## config.mk

```make
export PLATFORM = sky130hd
export DESIGN_NAME = hp_wind_ctl_flat
export DESIGN_NICKNAME = d
export VERILOG_FILES = /design/src/rtl/hp_wind_ctl_pkg.sv /design/src/rtl/hp_wind_ctl_if.sv /design/src/rtl/hp_wind_ctl_wind_lfsr.sv /design/src/rtl/hp_wind_ctl.sv /design/src/flat_wrapper.sv
export SDC_FILE = /design/constraint.sdc
export NUM_CORES = 1
export LEC_CHECK = 0
export ABC_AREA = 1
export CORE_ASPECT_RATIO = 0.9
export CORE_UTILIZATION = 59
export CTS_BUF_LIST = sky130_fd_sc_hd__clkbuf_4 sky130_fd_sc_hd__clkbuf_8
export DETAILED_ROUTE_END_ITERATION = 10
export MAX_ROUTING_LAYER = met4
export PLACE_DENSITY = 0.81
export SLEW_MARGIN = 20
export SYNTH_ARGS = -nofsm -noshare
export SYNTH_HDL_FRONTEND = slang
export SYNTH_HIERARCHICAL = 1
export SYNTH_SLANG_ARGS = --single-unit
```

## constraint.sdc

```tcl
create_clock -name clk60MHz -period 2.8 [get_ports clk60MHz]
set_clock_uncertainty 0.15 [all_clocks]
set_input_delay 0.7 -clock clk60MHz [delete_from_list [all_inputs] [get_ports clk60MHz]]
set_output_delay 0.7 -clock clk60MHz [all_outputs]
set_load 0.005 [all_outputs]
```

## src/rtl/hp_wind_ctl_pkg.sv

```systemverilog
// Shared types and constants for the HP-bar / wind game-state block.
package hp_wind_ctl_pkg;

    localparam int HP_MAX_DEF   = 100;
    localparam int WIND_MAG_MAX = 3;

    localparam logic [1:0] WINNER_NONE = 2'd0;
    localparam logic [1:0] WINNER_P1   = 2'd1;
    localparam logic [1:0] WINNER_P2   = 2'd2;
    localparam logic [1:0] WINNER_DRAW = 2'd3;

    typedef enum logic [1:0] {
        S_IDLE  = 2'd0,
        S_DRAIN = 2'd1,
        S_OVER  = 2'd2
    } drain_state_t;

    // HP never wraps below zero: overkill damage simply empties the bar.
    function automatic logic [6:0] sat_sub(input logic [6:0] a, input logic [6:0] b);
        return (a > b) ? (a - b) : 7'd0;
    endfunction

endpackage

```

## src/rtl/hp_wind_ctl_if.sv

```systemverilog
// Event strobes from game logic and registered status toward the HP/wind drawing stage.
interface hp_wind_ctl_if;
    import hp_wind_ctl_pkg::*;

    // Handshake: every event input is a 1-cycle strobe (valid) that the block
    // always accepts in the cycle it is high (ready is implicitly 1); dmg_pX is
    // only meaningful while its hit_pX is high. Status outputs are level signals.
    logic         new_game;
    logic         hit_p1;
    logic [6:0]   dmg_p1;
    logic         hit_p2;
    logic [6:0]   dmg_p2;
    logic         turn_end;

    logic [6:0]   hp_player1;
    logic [6:0]   hp_player2;
    logic [2:0]   wind;
    logic         draining;
    logic         game_over;
    logic [1:0]   winner;
    drain_state_t drain_state;

    modport master (
        output new_game, hit_p1, dmg_p1, hit_p2, dmg_p2, turn_end,
        input  hp_player1, hp_player2, wind, draining, game_over, winner, drain_state
    );

    modport slave (
        input  new_game, hit_p1, dmg_p1, hit_p2, dmg_p2, turn_end,
        output hp_player1, hp_player2, wind, draining, game_over, winner, drain_state
    );

endinterface

```

## src/rtl/hp_wind_ctl_wind_lfsr.sv

```systemverilog
// Free-running 16-bit Fibonacci LFSR (taps 16,14,13,11) used as the wind source.
module hp_wind_ctl_wind_lfsr #(
    parameter logic [15:0] SEED = 16'hACE1
) (
    input  logic        clk60MHz,
    input  logic        rst,
    output logic [15:0] state
);

    always_ff @(posedge clk60MHz) begin
        if (rst) state <= SEED;
        else     state <= {state[0] ^ state[2] ^ state[3] ^ state[5], state[15:1]};
    end

endmodule

```

## src/rtl/hp_wind_ctl.sv

```systemverilog
// Owns both players' HP targets and displayed HP, drains the display toward the
// target, draws wind on turn end and reports game over / winner.
module hp_wind_ctl
    import hp_wind_ctl_pkg::*;
#(
    parameter int          HP_MAX    = HP_MAX_DEF,
    parameter int          DRAIN_DIV = 600_000,
    parameter logic [15:0] LFSR_SEED = 16'hACE1
) (
    input  logic           clk60MHz,
    input  logic           rst,
    hp_wind_ctl_if.slave   bus
);

    localparam int               CNT_W    = (DRAIN_DIV > 1) ? $clog2(DRAIN_DIV) : 1;
    localparam logic [CNT_W-1:0] CNT_LAST = CNT_W'(DRAIN_DIV - 1);
    localparam logic [6:0]       HP_FULL  = 7'(HP_MAX);

    drain_state_t     state, state_n;
    logic [6:0]       hp1, hp2, tgt1, tgt2;
    logic [CNT_W-1:0] cnt;
    logic [2:0]       wind_q;
    logic [1:0]       winner_q, winner_n;
    logic [15:0]      lfsr;
    logic             step;
    logic             unused_lfsr_hi;

    hp_wind_ctl_wind_lfsr #(.SEED(LFSR_SEED)) u_lfsr (
        .clk60MHz (clk60MHz),
        .rst      (rst),
        .state    (lfsr)
    );

    assign unused_lfsr_hi = ^lfsr[15:3];

    always_ff @(posedge clk60MHz) begin
        if (rst) state <= S_IDLE;
        else     state <= state_n;
    end

    always_comb begin
        state_n  = state;
        winner_n = WINNER_NONE;
        unique case (state)
            S_IDLE:  if (hp1 != tgt1 || hp2 != tgt2) state_n = S_DRAIN;
            S_DRAIN: begin
                if (hp1 == 7'd0 || hp2 == 7'd0)      state_n = S_OVER;
                else if (hp1 == tgt1 && hp2 == tgt2) state_n = S_IDLE;
            end
            S_OVER:  state_n = S_OVER;
            default: state_n = S_IDLE;
        endcase
        if (bus.new_game) state_n = S_IDLE;

        if (hp1 == 7'd0 && hp2 == 7'd0) winner_n = WINNER_DRAW;
        else if (hp1 == 7'd0)           winner_n = WINNER_P2;
        else                            winner_n = WINNER_P1;
    end

    // No drain step on the cycle we leave DRAIN, so the winner is judged on the
    // same HP values that stay frozen on screen.
    assign step = (state == S_DRAIN) && (state_n == S_DRAIN) && (cnt == CNT_LAST);

    always_ff @(posedge clk60MHz) begin
        if (rst || bus.new_game) begin
            hp1      <= HP_FULL;
            hp2      <= HP_FULL;
            tgt1     <= HP_FULL;
            tgt2     <= HP_FULL;
            cnt      <= '0;
            wind_q   <= 3'd0;
            winner_q <= WINNER_NONE;
        end else begin
            if (bus.hit_p1 && state != S_OVER) tgt1 <= sat_sub(tgt1, bus.dmg_p1);
            if (bus.hit_p2 && state != S_OVER) tgt2 <= sat_sub(tgt2, bus.dmg_p2);

            if (state == S_DRAIN && state_n == S_DRAIN)
                cnt <= (cnt == CNT_LAST) ? '0 : cnt + CNT_W'(1);
            else
                cnt <= '0;

            if (step && hp1 > tgt1) hp1 <= hp1 - 7'd1;
            if (step && hp2 > tgt2) hp2 <= hp2 - 7'd1;

            // Zero magnitude always shows as "right" so a "-0" never appears.
            if (bus.turn_end && state != S_OVER)
                wind_q <= {(lfsr[1:0] != 2'd0) & lfsr[2], lfsr[1:0]};

            if (state != S_OVER && state_n == S_OVER) winner_q <= winner_n;
        end
    end

    assign bus.hp_player1  = hp1;
    assign bus.hp_player2  = hp2;
    assign bus.wind        = wind_q;
    assign bus.draining    = (state == S_DRAIN);
    assign bus.game_over   = (state == S_OVER);
    assign bus.winner      = winner_q;
    assign bus.drain_state = state;

endmodule

```

## src/flat_wrapper.sv

```systemverilog
// flat-port wrapper written by rule: the top's interface ports become plain ports
module hp_wind_ctl_flat import hp_wind_ctl_pkg::*;
#(
    parameter int          HP_MAX    = HP_MAX_DEF,
    parameter int          DRAIN_DIV = 600_000,
    parameter logic [15:0] LFSR_SEED = 16'hACE1
)
  (clk60MHz, rst, bus_new_game, bus_hit_p1, bus_dmg_p1, bus_hit_p2, bus_dmg_p2, bus_turn_end, bus_hp_player1, bus_hp_player2, bus_wind, bus_draining, bus_game_over, bus_winner, bus_drain_state);
  hp_wind_ctl_if bus_i ();
  input  logic clk60MHz;
  input  logic rst;
  input wire logic [$bits(bus_i.new_game)-1:0] bus_new_game;
  input wire logic [$bits(bus_i.hit_p1)-1:0] bus_hit_p1;
  input wire logic [$bits(bus_i.dmg_p1)-1:0] bus_dmg_p1;
  input wire logic [$bits(bus_i.hit_p2)-1:0] bus_hit_p2;
  input wire logic [$bits(bus_i.dmg_p2)-1:0] bus_dmg_p2;
  input wire logic [$bits(bus_i.turn_end)-1:0] bus_turn_end;
  output wire logic [$bits(bus_i.hp_player1)-1:0] bus_hp_player1;
  output wire logic [$bits(bus_i.hp_player2)-1:0] bus_hp_player2;
  output wire logic [$bits(bus_i.wind)-1:0] bus_wind;
  output wire logic [$bits(bus_i.draining)-1:0] bus_draining;
  output wire logic [$bits(bus_i.game_over)-1:0] bus_game_over;
  output wire logic [$bits(bus_i.winner)-1:0] bus_winner;
  output wire logic [$bits(bus_i.drain_state)-1:0] bus_drain_state;
  assign bus_i.new_game = bus_new_game;
  assign bus_i.hit_p1 = bus_hit_p1;
  assign bus_i.dmg_p1 = bus_dmg_p1;
  assign bus_i.hit_p2 = bus_hit_p2;
  assign bus_i.dmg_p2 = bus_dmg_p2;
  assign bus_i.turn_end = bus_turn_end;
  assign bus_hp_player1 = bus_i.hp_player1;
  assign bus_hp_player2 = bus_i.hp_player2;
  assign bus_wind = bus_i.wind;
  assign bus_draining = bus_i.draining;
  assign bus_game_over = bus_i.game_over;
  assign bus_winner = bus_i.winner;
  assign bus_drain_state = bus_i.drain_state;
  hp_wind_ctl #(.HP_MAX(HP_MAX), .DRAIN_DIV(DRAIN_DIV), .LFSR_SEED(LFSR_SEED)) u_core (.clk60MHz(clk60MHz), .rst(rst), .bus(bus_i));
endmodule
```

==> impl_metrics.csv <==
group,metric,value,unit
floorplan,start_util,60.8,%
logic_synthesis,synthArstFlopShare,0,%
floorplan,ios,43,
sta,setup_viol,0,
clock_network,cts_tree,"built",
worst_setup_path,r2r-start,"u_core/bus.hp_player1[0]",
sta,tns,0,ps
final_layout,mostFrequentLayoutCells,"nand2_1, inv_1, dfxtp_1, nor2_1, a21oi_1",
final_layout,areaGrowthSynthToFinish,16.3,%
logic_synthesis,yosys.cell_types.count,35,
clock_network,hold_buffers,0,
worst_setup_path,cpPeakStageDelay,570,ps
clock_network,post_cts_buffers,0,
min_path,hold_path_end,"u_core/u_lfsr/state[12]",
worst_setup_path,rr_endpoint,"u_core/bus.hp_player2[3]",
worst_setup_path,crit_chain,"inv_1 > nor2_2 > clkdlybuf4s50_1",
logic_synthesis,synth_area,4260,um2
logic_synthesis,ys_warn_count,6,
worst_setup_path,reg2reg_slack,510,ps
worst_setup_path,cp_data_arrival_time,1710,ps
detailed_routing,drtIter0Drc,239,
min_path,hold_path.class,"reg -> reg",
detailed_routing,drt.antenna.violating_nets,0,
detailed_routing,drc,0,
worst_setup_path,endpoint_kind,"output port",
clock_network,cts_buffers,9,
floorplan,dieArea,7570,um2
power,ir_drop,0.336,mV
detailed_routing,wirelength,9250,um
power,p_per_area,430,nW/um2
detailed_routing,avgRoutedWirePerCell,12.3,um
sta,fmax,0.391,GHz
logic_synthesis,synthFlopType,"dfxtp_1",
logic_synthesis,avgSynthCellArea,6.98,um2
clock_network,clk_path_buf_depth,2,
final_layout,regArea,1420,um2
min_path,holdPathStages,2,
sta,layout_min_cycle_time,2560,ps
logic_synthesis,ys_ff_latch,71,
min_path,min_from,"u_core/u_lfsr/state[13]",
sta,finalCritPeriodShare,91.3,%
clock_network,cts-root-buf,"clkbuf_8",
sta,rsz0062_at_grt,"no",
grt,grt_pass1_wl,14700,um
job,maxCapViolations,0,
outcome,outcome,"finished clean",
detailed_routing,viasPerCell,5.30,
power,power,2.13,mW
floorplan,die_h,82.6,um
sta,hold_viol,0,
sta,drv_slew,0,
clock_network,cts_sinks,71,
placed_design,place.gp.congestion,0.952,
grt,grt_overflow,0,
floorplan,coreArea,7000,um2
sta,worst_slew_pin_slew,808,ps
clock_network,htreeDepth,3,
placed_design,portBuffers,42,
worst_setup_path,critPathSlowestCell,"clkdlybuf4s50_1",
placed_design,place_area,4770,um2
worst_setup_path,cp.required,1950,ps
final_layout,final_common_cell,"nand2_1",
sta,timing.hold.ws,258,ps
clock_network,cts-resized-gates,0,
worst_setup_path,rr_worst_depth,11,
floorplan,die_w,91.6,um
worst_setup_path,path_class,"reg -> out",
logic_synthesis,synth_edf_count,0,
logic_synthesis,synth_seq_area_share,33.4,%
worst_setup_path,cp-start-kind,"register",
power,p_leak,2.20,nW
grt,track_usage,25.2,%
grt,grt_max_degree,26,
grt,antenna_found_initial,0,
logic_synthesis,synthCells,610,
final_layout,final_nets,711,
final_layout,diodes,0,
final_layout,drive_above_1_share,8.76,%
floorplan,placementRows,29,
final_layout,multi_input_area,2390,um2
detailed_routing,routed-via-count,4004,
clock_network,clk_latency,350,ps
sta,relSlewSlack,46.1,%
detailed_routing,firstDrtPassIters,6,
final_layout,fin_area,4950,um2
grt,grt_pass1_vias,3375,
worst_setup_path,worstPathMaxFanout,6,
placed_design,place_hpwl,7010,um
final_layout,fillers,583,
clock_network,cts.clk_slew.worst_paths,90,ps
logic_synthesis,synth_nets,664,
==> how the worst max path moves through the flow <==
stage | end | start | cells after the start | slack [ps]
6_report | bus_draining | u_core/bus.drain_state[0] | 3 | 240
2_1_floorplan | u_core/tgt2[6] | bus_dmg_p2[0] | 10 | 580
3_5_place_dp | u_core/tgt2[6] | bus_dmg_p2[0] | 11 | -30
4_1_cts | bus_draining | u_core/bus.drain_state[0] | 3 | 240
3_3_place_gp | u_core/tgt2[6] | bus_dmg_p2[0] | 11 | 40
5_1_grt | bus_draining | u_core/bus.drain_state[0] | 3 | 130
==> metal layers <==
layer	routed length [um]	track usage [%]	up-vias	share of wire, %
li1	-	-	2055	-
met1	4470	31.8	1827	48
met2	4230	40.0	110	46
met3	436	4.12	12	4.7
met4	117	11.9	0	1.3
met5	0	-	-	0
==> sequential cells by signal (all words and copies together), names as in the netlist <==
name and count:
u_core/bus.drain_state 2, u_core/cnt 20, u_core/bus.winner 2, u_core/bus.hp_player2 7, u_core/u_lfsr/state 16, u_core/tgt2 7
u_core/bus.hp_player1 7, u_core/tgt1 7, u_core/bus.wind 3
==> stage by stage <==
step	utilization [%]	cells	setup slack, ps
floorplan	-	610	584
global route	70.7	755	131
CTS	70.7	755	243
global placement	68.1	739	40.8
finish	70.7	755	243
detailed placement	68.1	739	-29.9
==> cells in the mapped netlist, drive strengths merged (4+ instances only) <==
cell / count / area (um2)
nand2: 128 / 498
inv: 105 / 394
dfxtp: 71 / 1420
nor2: 69 / 282
a21oi: 50 / 254
nand3: 48 / 255
ha: 32 / 400
nor3: 17 / 115
o21ai: 17 / 85.1
nand4: 16 / 113
or2: 13 / 81.3
xor2: 12 / 105
buf: 6 / 42.5
nand3b: 4 / 30.0
==> final cells by class <==
| class | instances | share of cell area (%) |
|---|---|---|
| multi-input cells | 424 | 48.2 |
| flip-flops and latches | 71 | 28.7 |
| repair buffers | 45 | 8.94 |
| inverters | 106 | 8.03 |
| clock buffers | 9 | 2.50 |
| well taps | 93 | 2.35 |
| clock inverters | 7 | 1.29 |
==> logic make-up (layout without fill, tap and decap cells) <==
kind of cell	count (synthesis)	in the layout	share of synthesized area [%]
and+or+nand+nor	299	299	33.0
xor gates and xnor gates	15	15	3.08
DFF	71	71	33.4
AOI/OAI and AO/OA	76	76	9.63
adders and majority gates	34	34	10.3
buffers and inverters	115	167	10.6
==> where the power goes <==
group / internal [mW] / switching (mW) / total, mW
Combinational: 0.123 / 0.179 / 0.302
Sequential: 1.04 / 0.0174 / 1.05
Clock: 0.341 / 0.434 / 0.775
==> critical path, delay by kind of cell (launching register included) <==
family | cells | cell delay (ps)
buf+inv | 2 | 670
simple gates | 1 | 280
flops | 1 | 420
Power figures use the tool's default switching activity.
==> variant, RTL diff (same settings) <==
`DRAIN_DIV` is set to 600_000 in 2 places; all go to 150_000.
--- a/src/rtl/hp_wind_ctl.sv
+++ b/src/rtl/hp_wind_ctl.sv
@@ -5,5 +5,5 @@
 #(
     parameter int          HP_MAX    = HP_MAX_DEF,
-    parameter int          DRAIN_DIV = 600_000,
+    parameter int          DRAIN_DIV = 150_000,
     parameter logic [15:0] LFSR_SEED = 16'hACE1
 ) (
--- a/src/flat_wrapper.sv
+++ b/src/flat_wrapper.sv
@@ -3,5 +3,5 @@
 #(
     parameter int          HP_MAX    = HP_MAX_DEF,
-    parameter int          DRAIN_DIV = 600_000,
+    parameter int          DRAIN_DIV = 150_000,
     parameter logic [15:0] LFSR_SEED = 16'hACE1
 )
Check against the original RTL: no difference found for any inputs over 10 cycles, from zero or initial values and one cycle with rst high; that may be too few to reach the edited logic, so the function may still have changed.
==> variant against the unedited design <==
  * Final area is 1.3% lower
  * Non-clock buffer count is 4 higher
  * Sequential share of layout area is 0.43 points lower
  * Critical path depth is 1 higher
  * Die area is 2.7% lower
  * Power is 2.1% higher
  * Setup slack better by 0.068 ns
  * Register-to-register slack hardly changed
  * Wire length is 1.2% higher
  * Largest power group unchanged
  * Maximum frequency is 2.7% higher
  * Area after synthesis is 2.7% lower
  * Sequential cell count is 2 lower
==> variant: results (changes against the unedited design) <==
.. list-table::
   :header-rows: 1

   * - Metric
     - Value
   * - Number of nets in the finished design
     - 697 (-2.0%)
   * - Initial DRC Count
     - 269 (+13%)
   * - Power density of the placed cells
     - 445 mW/mm^2 (+3.5%)
   * - Syn Nets
     - 645 (-2.9%)
   * - Clock share of power
     - 0.384 (+0.020)
   * - Synthesized-area fraction occupied by xor and xnor cells
     - 0.0317 (+0.000866)
   * - Met2 wire len
     - 4310 um (+1.8%)
   * - Arrival time of the worst setup path
     - 1.64 ns (-0.07 ns)
   * - Area fraction in compound gates after synthesis
     - 0.0960 (-0.000314)
   * - Worst IR Drop VDD
     - 352 uV (+4.8%)
   * - Seq/Total Area, Yosys
     - 0.333 (about the same)
   * - Kind of path behind the tightest hold check
     - reg -> reg
   * - Crit-path max cell delay
     - 0.52 ns (-0.05 ns)
   * - DPL Wire Length
     - 7110 um (+1.4%)
   * - Top sig layer
     - met4
   * - Cell at the slowest stage of the critical path
     - sky130_fd_sc_hd__clkdlybuf4s50_1
   * - Distinct cell type count after synthesis
     - 41 (+17%)
   * - Result of the run
     - complete, no violations
   * - Met3 Use GR
     - 0.0593 (+0.0181)
   * - Capture endpoint of the worst hold path
     - u_core/u_lfsr/state[9]$_SDFF_PP0_
   * - Via count of the first global-routing pass
     - 3,480 (+3.1%)
   * - Critical path origin
     - u_core/bus.drain_state[0]$_SDFF_PP0_
   * - Maximum number of pins on one net before global-route repair
     - 20 (-23%)
   * - Global-route total usage across every layer
     - 0.269 (+0.0173)
   * - Destination of the worst register-to-register timing path
     - u_core/bus.hp_player1[4]$_SDFFE_PP0P_
   * - Area contributors post-synth
     - sky130_fd_sc_hd__dfxtp_1, sky130_fd_sc_hd__nand2_1, sky130_fd_sc_hd__ha_1
   * - Hold wc startpoint
     - u_core/u_lfsr/state[10]$_SDFF_PP1_
   * - Cells on worst reg2reg path
     - 10 (-1)
   * - Total leakage power
     - 0.00218 uW (-1.0%)
   * - Weighted congestion reported at the end of routability-driven placement
     - 0.872 (-8.5%)
   * - Met1 Use GR
     - 0.331 (+0.0130)
   * - Amount of wire on met3 after detailed routing
     - 555 um (+27%)
   * - Layout cell share with drive strength beyond 1
     - 0.0756 (-0.0120)
   * - Fraction of the mapped netlist area in adder cells
     - 0.106 (+0.00290)
   * - Total length of routed wires
     - 9370 um (+1.2%)
   * - Commonest cells post-synth
     - sky130_fd_sc_hd__nand2_1, sky130_fd_sc_hd__inv_1, sky130_fd_sc_hd__nor2_1, sky130_fd_sc_hd__dfxtp_1
   * - Global-route wire length before repair
     - 15,300 um (+4.6%)
   * - Buffers added on ports
     - 42 (unchanged)
   * - Via-to-Cell Ratio
     - 5.34 (+0.67%)
   * - Met1 routed wirelength after detailed routing
     - 4370 um (-2.3%)
   * - YS warnings
     - 6 (unchanged)
   * - Sequential share of power
     - 0.471 (-0.023)
[variant: through the flow]
step / hold slack, ns / setup WS [ns] / util / std cells / area [um^2]
after floorplan: 0.233 / 0.584 / - / 591 / 4140
after global placement: 0.237 / 0.0482 / 0.700 / 722 / 4680
after detailed placement: 0.240 / -0.0152 / 0.700 / 722 / 4680
after CTS: 0.259 / 0.284 / 0.730 / 738 / 4890
after global routing: 0.287 / 0.232 / 0.730 / 738 / 4890
final: 0.257 / 0.311 / 0.730 / 738 / 4890
[variant: cell families after synthesis]
group	after synthesis
XOR/XNOR	15
flip-flops	69
buffers and inverters	106
adder cells (fa/ha/maj)	34
AND/OR/NAND/NOR	294
AO/OA/AOI/OAI	73
[variant: cell type report]
cell class                      instances  area, um^2
Tap cell                               90         113
Clock buffer                            9         124
Multi-Input combinational cell        416        2350
Sequential cell                        69        1380
Timing Repair Buffer                   49         473
Inverter                               98         368
Clock inverter                          7        80.1
Fill cell                             553        1800
